[src/rtl/itlb_refill_pkg.sv]
// Shared definitions for the iTLB refill walker: FSM state encoding,
// PTE field positions and small PTE decode helpers.
package itlb_refill_pkg;

    typedef enum logic [2:0] {
        ST_IDLE  = 3'd0,
        ST_REQ   = 3'd1,
        ST_WAIT  = 3'd2,
        ST_FILL  = 3'd3,
        ST_FAULT = 3'd4,
        ST_DRAIN = 3'd5
    } itlb_state_e;

    // PTE layout: valid flag in the top bit, PPN in the low bits.
    localparam int PTE_VALID_BIT = 31;

    // Fault cause encoding reported on fault_cause.
    localparam logic CAUSE_INVALID = 1'b0;
    localparam logic CAUSE_TIMEOUT = 1'b1;

    function automatic logic pte_valid(input logic [31:0] pte);
        return pte[PTE_VALID_BIT];
    endfunction

endpackage

[src/rtl/itlb_refill.sv]
// iTLB refill walker: on a miss, reads one PTE from ptbr + 4*vpn, then either
// fills the iTLB or reports a page fault. A flushed or timed-out walk waits in
// DRAIN for the orphaned memory response so it can never be mistaken for the
// response of a later walk.
module itlb_refill
    import itlb_refill_pkg::*;
#(
    parameter int VPN_W   = 20,
    parameter int PPN_W   = 8,
    parameter int TIMEOUT = 255
) (
    input  logic             clk,
    input  logic             reset,
    input  logic             flush,
    input  logic             tlb_miss,
    input  logic [31:0]      miss_vaddr,
    input  logic [31:0]      ptbr,
    output logic             mem_req,
    output logic [31:0]      mem_addr,
    input  logic             mem_gnt,
    input  logic             mem_rvalid,
    input  logic [31:0]      mem_rdata,
    output logic             tlb_write,
    output logic [VPN_W-1:0] reg_logic_page,
    output logic [PPN_W-1:0] reg_physical_page,
    output logic             busy,
    output logic             page_fault,
    output logic             fault_cause
);

    localparam int CNT_W    = $clog2(TIMEOUT + 1);
    localparam int ADDR_PAD = 32 - VPN_W - 2;

    itlb_state_e      state_r;
    itlb_state_e      state_s;
    logic [CNT_W-1:0] cnt_r;
    logic [CNT_W-1:0] cnt_s;
    logic [CNT_W-1:0] cnt_inc_s;
    logic [VPN_W-1:0] vpn_r;
    logic [31:0]      walk_addr_s;
    logic             take_miss_s;
    logic             fill_s;
    logic             fault_s;
    logic             cause_s;

    logic             mem_req_r;
    logic [31:0]      mem_addr_r;
    logic             tlb_write_r;
    logic [VPN_W-1:0] logic_page_r;
    logic [PPN_W-1:0] phys_page_r;
    logic             busy_r;
    logic             page_fault_r;
    logic             fault_cause_r;

    // PTE reserved bits and the page offset play no part in the walk.
    logic             unused_s;
    assign unused_s = &{1'b0, mem_rdata[30:PPN_W], miss_vaddr[31-VPN_W:0]};

    // PTE address for the missing page, wrapping modulo 2^32.
    assign walk_addr_s = ptbr + {{ADDR_PAD{1'b0}}, miss_vaddr[31 -: VPN_W], 2'b00};
    assign cnt_inc_s   = cnt_r + {{(CNT_W-1){1'b0}}, 1'b1};

    // Next-state decode; flush overrides every transition except leaving DRAIN.
    always_comb begin
        state_s     = state_r;
        cnt_s       = cnt_r;
        take_miss_s = 1'b0;
        fill_s      = 1'b0;
        fault_s     = 1'b0;
        cause_s     = fault_cause_r;
        case (state_r)
            ST_IDLE: begin
                if (tlb_miss && !flush) begin
                    state_s     = ST_REQ;
                    take_miss_s = 1'b1;
                end else begin
                    state_s = ST_IDLE;
                end
            end
            ST_REQ: begin
                if (flush) begin
                    // Once granted a response is owed, so it must be drained.
                    state_s = mem_gnt ? ST_DRAIN : ST_IDLE;
                end else if (mem_gnt) begin
                    state_s = ST_WAIT;
                    cnt_s   = {CNT_W{1'b0}};
                end else begin
                    state_s = ST_REQ;
                end
            end
            ST_WAIT: begin
                if (flush) begin
                    // A response arriving with the flush is consumed right here.
                    state_s = mem_rvalid ? ST_IDLE : ST_DRAIN;
                end else if (mem_rvalid) begin
                    if (pte_valid(mem_rdata)) begin
                        state_s = ST_FILL;
                        fill_s  = 1'b1;
                    end else begin
                        state_s = ST_FAULT;
                        fault_s = 1'b1;
                        cause_s = CAUSE_INVALID;
                    end
                end else if (cnt_inc_s == CNT_W'(TIMEOUT)) begin
                    state_s = ST_FAULT;
                    fault_s = 1'b1;
                    cause_s = CAUSE_TIMEOUT;
                    cnt_s   = cnt_inc_s;
                end else begin
                    cnt_s = cnt_inc_s;
                end
            end
            ST_FILL: begin
                state_s = ST_IDLE;
            end
            ST_FAULT: begin
                // A timed-out request still has a response in flight.
                if (fault_cause_r == CAUSE_TIMEOUT) begin
                    state_s = ST_DRAIN;
                end else begin
                    state_s = ST_IDLE;
                end
            end
            ST_DRAIN: begin
                if (mem_rvalid) begin
                    state_s = ST_IDLE;
                end else begin
                    state_s = ST_DRAIN;
                end
            end
            default: begin
                state_s = ST_IDLE;
                cnt_s   = {CNT_W{1'b0}};
            end
        endcase
    end

    // State, walk context and output registers, all cleared by reset.
    always_ff @(posedge clk) begin
        if (reset) begin
            state_r       <= ST_IDLE;
            cnt_r         <= {CNT_W{1'b0}};
            vpn_r         <= {VPN_W{1'b0}};
            mem_req_r     <= 1'b0;
            mem_addr_r    <= 32'h0000_0000;
            tlb_write_r   <= 1'b0;
            logic_page_r  <= {VPN_W{1'b0}};
            phys_page_r   <= {PPN_W{1'b0}};
            busy_r        <= 1'b0;
            page_fault_r  <= 1'b0;
            fault_cause_r <= 1'b0;
        end else begin
            state_r      <= state_s;
            cnt_r        <= cnt_s;
            mem_req_r    <= (state_s == ST_REQ);
            busy_r       <= (state_s != ST_IDLE);
            tlb_write_r  <= fill_s;
            page_fault_r <= fault_s;
            if (take_miss_s) begin
                vpn_r      <= miss_vaddr[31 -: VPN_W];
                mem_addr_r <= walk_addr_s;
            end else begin
                vpn_r      <= vpn_r;
                mem_addr_r <= mem_addr_r;
            end
            if (fill_s) begin
                logic_page_r <= vpn_r;
                phys_page_r  <= mem_rdata[PPN_W-1:0];
            end else begin
                logic_page_r <= logic_page_r;
                phys_page_r  <= phys_page_r;
            end
            if (fault_s) begin
                fault_cause_r <= cause_s;
            end else begin
                fault_cause_r <= fault_cause_r;
            end
        end
    end

    // A flush landing in the FILL/FAULT cycle withdraws that cycle's strobe.
    assign tlb_write         = tlb_write_r & ~flush;
    assign page_fault        = page_fault_r & ~flush;
    assign mem_req           = mem_req_r;
    assign mem_addr          = mem_addr_r;
    assign reg_logic_page    = logic_page_r;
    assign reg_physical_page = phys_page_r;
    assign busy              = busy_r;
    assign fault_cause       = fault_cause_r;

endmodule

[config.mk]
export PLATFORM = sky130hd
export DESIGN_NAME = itlb_refill
export DESIGN_NICKNAME = d
export VERILOG_FILES = /design/src/rtl/itlb_refill_pkg.sv /design/src/rtl/itlb_refill.sv
export SDC_FILE = /design/constraint.sdc
export NUM_CORES = 1
export LEC_CHECK = 0
export CORE_MARGIN = 1.5
export CORE_UTILIZATION = 46
export DETAILED_ROUTE_END_ITERATION = 6
export GPL_TIMING_DRIVEN = 0
export PLACE_DENSITY_LB_ADDON = 0.12
export SYNTH_ARGS = -nofsm -noshare
export SYNTH_HDL_FRONTEND = slang
export SYNTH_SLANG_ARGS = --single-unit
[constraint.sdc]
create_clock -name clk -period 3.4 [get_ports clk]
set_input_delay 0.68 -clock clk [delete_from_list [all_inputs] [get_ports clk]]
set_output_delay 0.68 -clock clk [all_outputs]
set_load 0.05 [all_outputs]
# --- Word level (Yosys, flattened, before mapping) ---
# Cells that the tools add are included.
totals:
  regBits: 96
  latchBits: 0
  ram_bits: 0
  rom_bits: 0
  input_bits: 102
  out_inout_bits: 65
  elab_cells: 67
  memories: 0
op_classes:
  addsub: 2
  mul: 0
  div_mod_pow: 0
  magnitude_cmp: 0
  n_eq_ne: 12
  n_shift: 0
  muxes: 30
  bitwise_logic: 4
  n_reduce_logical: 8
ops:
  columns: ["operator", "count"]
  rows:
  - ["adder 32 x 22 -> 32 bit", 1]
  - ["two-way mux 8 bit", 4]
  - ["two-way mux 3 bit", 8]
  - ["one-hot mux 8 bit (3 select lines)", 1]
  - ["two-way mux 1 bit", 15]
  - ["one-hot mux 3 bit (5 select lines)", 1]
  - ["!= test 2 bit (second input constant)", 5]
  - ["AND reduction 5 bit", 2]
  - ["adder 8 x 1 -> 8 bit (second input constant)", 1]
  - ["equality test 8 bit (second input constant)", 1]
  - ["equality test 3 x 1 -> 1 bit (second input constant)", 2]
  - ["equality test 3 x 2 -> 1 bit (second input constant)", 2]
  - ["equality test 3 bit (second input constant)", 2]
  - ["OR reduction 4 bit", 1]
  - ["logical NOT 3 bit", 1]
  - ["nonzero test 3 bit", 1]
  - ["AND 1 bit", 2]
  - ["two-way mux 2 bit", 1]
  - ["NOT 1 bit", 2]
  - ["nonzero test 2 bit", 1]
  - ["logical AND 1 bit", 1]
  - ["logical NOT 1 bit", 1]

# --- Longest topological paths before layout ---
# Gate-level depths: netlist (run 1).
depth:
  word_depth: 7
  mapped_depth: 10
  ltp_nobuf: 10

# --- Least setup slack after synthesis (run 1) ---
# No wires, ideal clock.
synth_path:
  kind: "input-to-reg"
  start: "input miss_vaddr[12]"
  end: "register mem_addr_r[22] (netlist: mem_addr[22])"
  setup_ns: 0.095
  t_arrival_ns: 2.573
  required_time_ns: 3.305
  setup_slack_ns: 0.732
  path_stages: 10
  path_buffers: 0
  cell_sequence: "ha_1 inv_1 fa_1 and2b_1 o2111ai_1 nand2_1 a41oi_4 o21ba_1 or4_1 o311ai_1"
synth_between:
  elab_chain_len: 1
synth_lines:
  columns: ["element", "line_no", "rtl"]
  rows:
  - ["from (decl)", "itlb_refill.sv:16", "input logic [31:0] miss_vaddr,"]
  - ["adder 32 x 22 -> 32 bit", "itlb_refill.sv:60", "assign walk_addr_s = ptbr + {{ADDR_PAD{1'b0}}, miss_vaddr[31 -: VPN_W], 2'b00};"]
  - ["to (signal assigned)", "itlb_refill.sv:161", "mem_addr_r <= walk_addr_s;"]
  - ["to (signal assigned)", "itlb_refill.sv:164", "mem_addr_r <= mem_addr_r;"]
  - ["to (decl)", "itlb_refill.sv:47", "logic [31:0] mem_addr_r;"]
# No other way between the ends.
# A chain may end at the register's enable or synchronous reset.

# --- Worst setup path in the final report (run 1) ---
layout_path:
  start: "input miss_vaddr[12]"
  end: "register mem_addr_r[18] (netlist: mem_addr[18])"
# Same word-level chain as after synthesis.

==> results.json, run 1 <==
{
  "dp_cells": 909,
  "initial_core_util_pct": 46.90,
  "ys_warn_count": 0,
  "fin_nets": 907,
  "slew_headroom_pct": 54.72,
  "h-tree-depth": 3,
  "clk_pin_slew_ns": 0.09,
  "tightest_slew_ns": 0.6792,
  "routed_via_density": 5.408,
  "hp-class": "register to register",
  "drc": 0,
  "grt_overflow": 0,
  "cts_tree": "built",
  "postLayoutCellArea_mm2": 0.006700,
  "placedInstanceArea_mm2": 0.006529,
  "ant_nets": 0,
  "yosysMostFrequentCell": "nand2_1",
  "wire_per_inst_um": 15.88,
  "die_y_um": 107.9,
  "fmax_ghz": 0.3203,
  "numPortBuffers": 129,
  "layout-drive-gt1-share_pct": 5.860,
  "run_status": "completed",
  "hold_ws_ns": 0.4579,
  "synthTopCellsByCount": "nand2_1, a21oi_1, dfxtp_1, nor2_1",
  "synth_top_area_share_pct": 37.96,
  "synth_nets": 767,
  "totalWireLength_um": 14690,
  "endpoint_kind": "register",
  "die_x_um": 107.9,
  "grt_start_max_net_pins": 17,
  "startpoint": "miss_vaddr[12]",
  "synth_area_leader_cell": "dfxtp_1",
  "netlist_area_mm2": 0.005062,
  "crit_end": "mem_addr[18]",
  "cp_max_fo": 4,
  "ys.flop_type": "dfxtp_1",
  "antenna_cells": 0,
  "grt_first_pass_wirelength_um": 23530,
  "place_congestion": 0.8750,
  "ios": 167,
  "clock_path_buffers": 2,
  "holdBufCountCts": 0,
  "synthDistinctLibCells": 71,
  "post_cts_buffers": 0,
  "crit_required_ns": 3.67,
  "worst-r2r-cell-count": 7,
  "coreArea_mm2": 0.01079,
  "syn_avg_cell_area_um2": 7.910,
  "root_buffer": "clkbuf_8",
  "min_period_over_period_pct": 91.81,
  "maxCapViolations": 0,
  "hpwl_um": 11400,
  "fin_cells": 925,
  "fill_cells": 1005,
  "antenna_found_initial": 0,
  "die-area_mm2": 0.01164,
  "grt_use_total_pct": 25.89,
  "postSynthCellCount": 640,
  "r2r-end": "vpn_r[11]",
  "slew_violations": 0,
  "synth_edf_count": 0,
  "ys_seq_area_share_pct": 37.96,
  "ir_worst_vdd_v": 0.0002080,
  "rows": 38,
  "first_pass_iters": 5,
  "cts-buffers-inserted": 9,
  "async_flop_share_pct": 0,
  "arrival_ns": 3.39,
  "cts_sinks": 96,
  "rsz0062_at_grt": "no",
  "crit_path_start_kind": "input port",
  "power_density_mw_per_mm2": 378.5,
  "r2r_slack_ns": 1.15,
  "finalPower_w": 0.002536,
  "hold_viol": 0,
  "area_growth_pct": 32.35,
  "worstSkewPairLatency_ns": 0.38,
  "vias": 5002,
  "drt_iter0_markers": 324,
  "grt_pass1_vias": 4871,
  "cts-resized-gates": 0,
  "fin_skew_ns": 0.009570,
  "fin_crit_ns": 3.122,
  "p_leak_nw": 2.393,
  "path_class": "input port to register",
  "synthTopCellsByArea": "dfxtp_1, nand2_1, a21oi_1",
  "ys_ff_latch": 96,
  "reg2reg_from": "state_r[1]",
  "setup_violations": 0
}
-- cell type report --
class	count	area (um^2)	area share [%]
clock inverters	5	40.04	0.5976
inverters	11	41.29	0.6162
repair buffers	129	1291	19.27
clock buffers	11	131.4	1.961
flip-flops and latches	96	1922	28.68
multi-input cells	497	2928	43.70
well taps	140	175.2	2.614
plain buffers	36	171.4	2.558
-- critical path, cell delays in order --
cell             delay, ns
clkdlybuf4s50_1       0.49
ha_1                  0.18
inv_1                 0.06
fa_1                  0.36
and2b_1               0.26
o2111ai_1             0.15
nand2_1               0.20
a41oi_4               0.20
o31ai_1               0.42
nor4b_1               0.10
a211o_1               0.29
-- kinds of logic after synthesis --
kind of cell	after synthesis	synth area share [%]
AO/OA/AOI/OAI	184	23.11
XOR/XNOR	22	3.806
adder cells (fa/ha/maj)	25	6.327
buffers and inverters	47	4.202
flip-flops	96	37.96
multiplexers	4	0.8156
AND/OR/NAND/NOR	262	23.78
-- state kept, by name, summed over array words and instances (netlist names) --
register / count
vpn_r: 20
fault_cause: 1
tlb_write_r: 1
state_r: 3
reg_logic_page: 20
busy: 1
reg_physical_page: 8
mem_addr: 32
mem_req: 1
cnt_r: 8
page_fault_r: 1
-- worst min-delay path by stage --
stage | from | endpoint | slack (ns) | cells after the start
3_5_place_dp | mem_addr[15] | mem_addr[15] | 0.44 | 2
3_3_place_gp | reg_physical_page[4] | reg_physical_page[4] | 0.44 | 2
6_report | reg_physical_page[4] | reg_physical_page[4] | 0.46 | 2
4_1_cts | reg_physical_page[4] | reg_physical_page[4] | 0.46 | 2
5_1_grt | mem_addr[13] | mem_addr[13] | 0.48 | 2
2_1_floorplan | vpn_r[18] | reg_logic_page[18] | 0.43 | 2
-- cell usage in the layout, fill, tap and decap left out, drive strengths merged, types with 6 or more instances in the layout --
cell and n:
clkbuf 37, xor2 8, buf 10, a21oi 97, o211ai 6, dfxtp 96, inv 13, xnor2 14
clkdlybuf4s50 129, o21ai 27, nand2 151, and3 8, nor2 37, ha 24, a31oi 9, nor3 14
nor4b 6, nand3 16
-- metal layers --
metal | vias to the layer above | global-route usage (%) | part of all wire, %
met3 | 24 | 3.995 | 5.0
met2 | 141 | 42.17 | 47
met1 | 2306 | 34.47 | 46
li1 | 2531 | - | -
met5 | - | 0 | 0
met4 | 0 | 10.15 | 2.2
-- report_power, final --
| part | internal (W) | switching (W) |
|---|---|---|
| Sequential | 0.00117 | 0.0000237 |
| Clock | 0.000274 | 0.000419 |
| Combinational | 0.000261 | 0.000391 |
| Total | 0.00170 | 0.000834 |
-- through the flow --
step           setup TNS (ns)  util [%]  worst slack (ns)
6_report                    0     62.08            0.2783
5_1_grt                     0     62.08            0.1881
4_1_cts                     0     62.08            0.3167
3_5_place_dp         -0.08370     60.49          -0.08370
3_3_place_gp         -0.05266     60.49          -0.05266
2_1_floorplan               0         -            0.7315
Note: power is estimated with default switching activity, not from simulation.
==> inputs of run 2 (changes only) <==
--- a/config.mk
+++ b/config.mk
@@ -6,7 +6,9 @@
 export NUM_CORES = 1
 export LEC_CHECK = 0
 export CORE_MARGIN = 1.5
-export CORE_UTILIZATION = 46
+export CORE_UTILIZATION = 48
+export CTS_BUF_LIST = sky130_fd_sc_hd__clkbuf_8
+export CTS_CLUSTER_SIZE = 40
 export DETAILED_ROUTE_END_ITERATION = 6
 export GPL_TIMING_DRIVEN = 0
 export PLACE_DENSITY_LB_ADDON = 0.12
==> results.json, run 2 (synthesis results as in run 1) <==
{
  "layout_common_cells": "nand2_1, clkdlybuf4s50_1, a21oi_1, dfxtp_1, nor2_1",
  "drt_iter0_markers": 295,
  "ant_nets": 0,
  "place_congestion": 0.8848,
  "largest_reg_flops": 32,
  "antenna_cells": 0,
  "die_x_um": 105.7,
  "area_growth_pct": 32.50,
  "p_seq_share_pct": 46.5,
  "rsz0062_at_grt": "no",
  "clk_pin_slew_ns": 0.10,
  "arrival_ns": 3.33,
  "coreArea_mm2": 0.01028,
  "cp_slowest_cell": "clkdlybuf4s50_1",
  "path_class": "input port to register",
  "setup_violations": 0,
  "grt_start_max_net_pins": 19,
  "numPortBuffers": 129,
  "grt_overflow": 0,
  "fill_cells": 932,
  "totalWireLength_um": 14290,
  "slew_violations": 0,
  "drc": 0,
  "min_from": "reg_logic_page[13]",
  "cts_sinks": 96,
  "initial_core_util_pct": 49.26,
  "hpwl_um": 11230,
  "fin_crit_ns": 3.058,
  "layout_commonest_cell": "nand2_1",
  "die-area_mm2": 0.01117,
  "critPathMaxStageDelay_ns": 0.50,
  "ir_worst_vdd_v": 0.0002185,
  "antenna_found_initial": 0,
  "ios": 167,
  "cts_tree": "built",
  "cp_max_fo": 4,
  "cts-resized-gates": 0,
  "fin_tns_setup_ns": 0,
  "die_y_um": 105.7,
  "clock_path_buffers": 2,
  "crit_path_start_kind": "input port",
  "first_pass_iters": 5,
  "internal_power_w": 0.001709,
  "grt_first_pass_wirelength_um": 22910,
  "fin_nets": 907,
  "netSwitchingFraction_pct": 33.36,
  "hold_ws_ns": 0.4569,
  "run_status": "completed",
  "switching_power_w": 0.0008554,
  "power_density_mw_per_mm2": 382.3,
  "finalPower_w": 0.002564,
  "post_cts_buffers": 0,
  "fmax_ghz": 0.3270,
  "power_frac_comb_pct": 25.3,
  "grt_use_total_pct": 25.65,
  "tightest_slew_ns": 0.6409,
  "maxCapViolations": 0,
  "vias": 4989,
  "layout-drive-gt1-share_pct": 6.115,
  "crit_required_ns": 3.67,
  "endpoint_kind": "register",
  "h-tree-depth": 3,
  "utilization_pct": 65.27,
  "hold_viol": 0,
  "cts-buffers-inserted": 9,
  "hp-class": "register to register",
  "worstSkewPairLatency_ns": 0.36,
  "crit_chain": "clkdlybuf4s50_1 > ha_1 > inv_1 > fa_1 > and2b_1 > o2111ai_1 > nand2_1 > a41oi_4 > o21ba_1 > or4_1 > o311ai_1",
  "min_period_over_period_pct": 89.94,
  "holdBufCountCts": 0,
  "fin_skew_ns": 0.01482,
  "p_leak_nw": 2.394,
  "postLayoutCellArea_mm2": 0.006708,
  "grt_pass1_vias": 4858,
  "startpoint": "miss_vaddr[12]",
  "wire_per_inst_um": 15.51,
  "rows": 37,
  "root_buffer": "clkbuf_8",
  "slew_headroom_pct": 57.27,
  "routed_via_density": 5.417,
  "reg2reg_from": "state_r[2]",
  "placedInstanceArea_mm2": 0.006524,
  "clockPowerShare_pct": 28.3
}
## run 2: changes by cell type in the layout (fill, tap and decap cells not counted), sizes merged
cell and change:
clkbuf -2, clkinv -2, inv +2, clkinvlp +2
## run 2: area by class of cell
class,count,area (um^2),area share (%)
Inverter,11,41.29,0.6156
Tap cell,136,170.2,2.537
Multi-Input combinational cell,497,2928,43.65
Clock inverter,7,60.06,0.8954
Timing Repair Buffer,129,1291,19.25
Clock buffer,9,123.9,1.847
Sequential cell,96,1922,28.65
Buffer,36,171.4,2.555
## run 2: worst paths after layout
check	cells after the start	slack, ns	end
setup / recovery	11	0.34	mem_addr[22]
hold / removal	2	0.46	reg_logic_page[13]
setup reg to reg	6	1.20	mem_addr[4]
hold reg to reg	2	0.46	reg_logic_page[13]
## run 2: power groups by stage
stage / clock (W) / sequential, W / combinational [W]
2_1_floorplan: 0 / 0.00132 / 0.000308
3_3_place_gp: 0 / 0.00122 / 0.000641
3_5_place_dp: 0 / 0.00122 / 0.000642
4_1_cts: 0.000741 / 0.00119 / 0.000646
5_1_grt: 0.000787 / 0.00120 / 0.000697
6_report: 0.000725 / 0.00119 / 0.000648
## run 2: worst max-delay path, delay by kind of cell
family                     cells  cell delay, ns
AOI/OAI and AO/OA              4            0.70
and+or+nand+nor                3            0.84
adders and majority gates      2            0.55
buffers and inverters          2            0.56
## run 2: metal layers
| layer | part of all wire (%) | GRT usage (%) | vias up |
|---|---|---|---|
| li1 | - | - | 2533 |
| met1 | 47 | 33.27 | 2293 |
| met2 | 46 | 43.78 | 137 |
| met3 | 4.2 | 2.907 | 26 |
| met4 | 2.3 | 9.556 | 0 |
| met5 | 0 | 0 | - |
## run 2: stage by stage
stage | setup WS (ns) | std cells
floorplan | 0.7315 | 640
detailed placement | -0.01706 | 905
global route | 0.2063 | 921
CTS | 0.3691 | 921
global placement | -0.009463 | 905
finish | 0.3419 | 921
==> inputs of run 3 (changes only) <==
--- a/config.mk
+++ b/config.mk
@@ -5,6 +5,7 @@
 export SDC_FILE = /design/constraint.sdc
 export NUM_CORES = 1
 export LEC_CHECK = 0
+export CAP_MARGIN = 15
 export CORE_MARGIN = 1.5
 export CORE_UTILIZATION = 48
 export CTS_BUF_LIST = sky130_fd_sc_hd__clkbuf_8
==> results of run 3 <==
The final DEF is identical to that of run 2; final timing and power are the same.
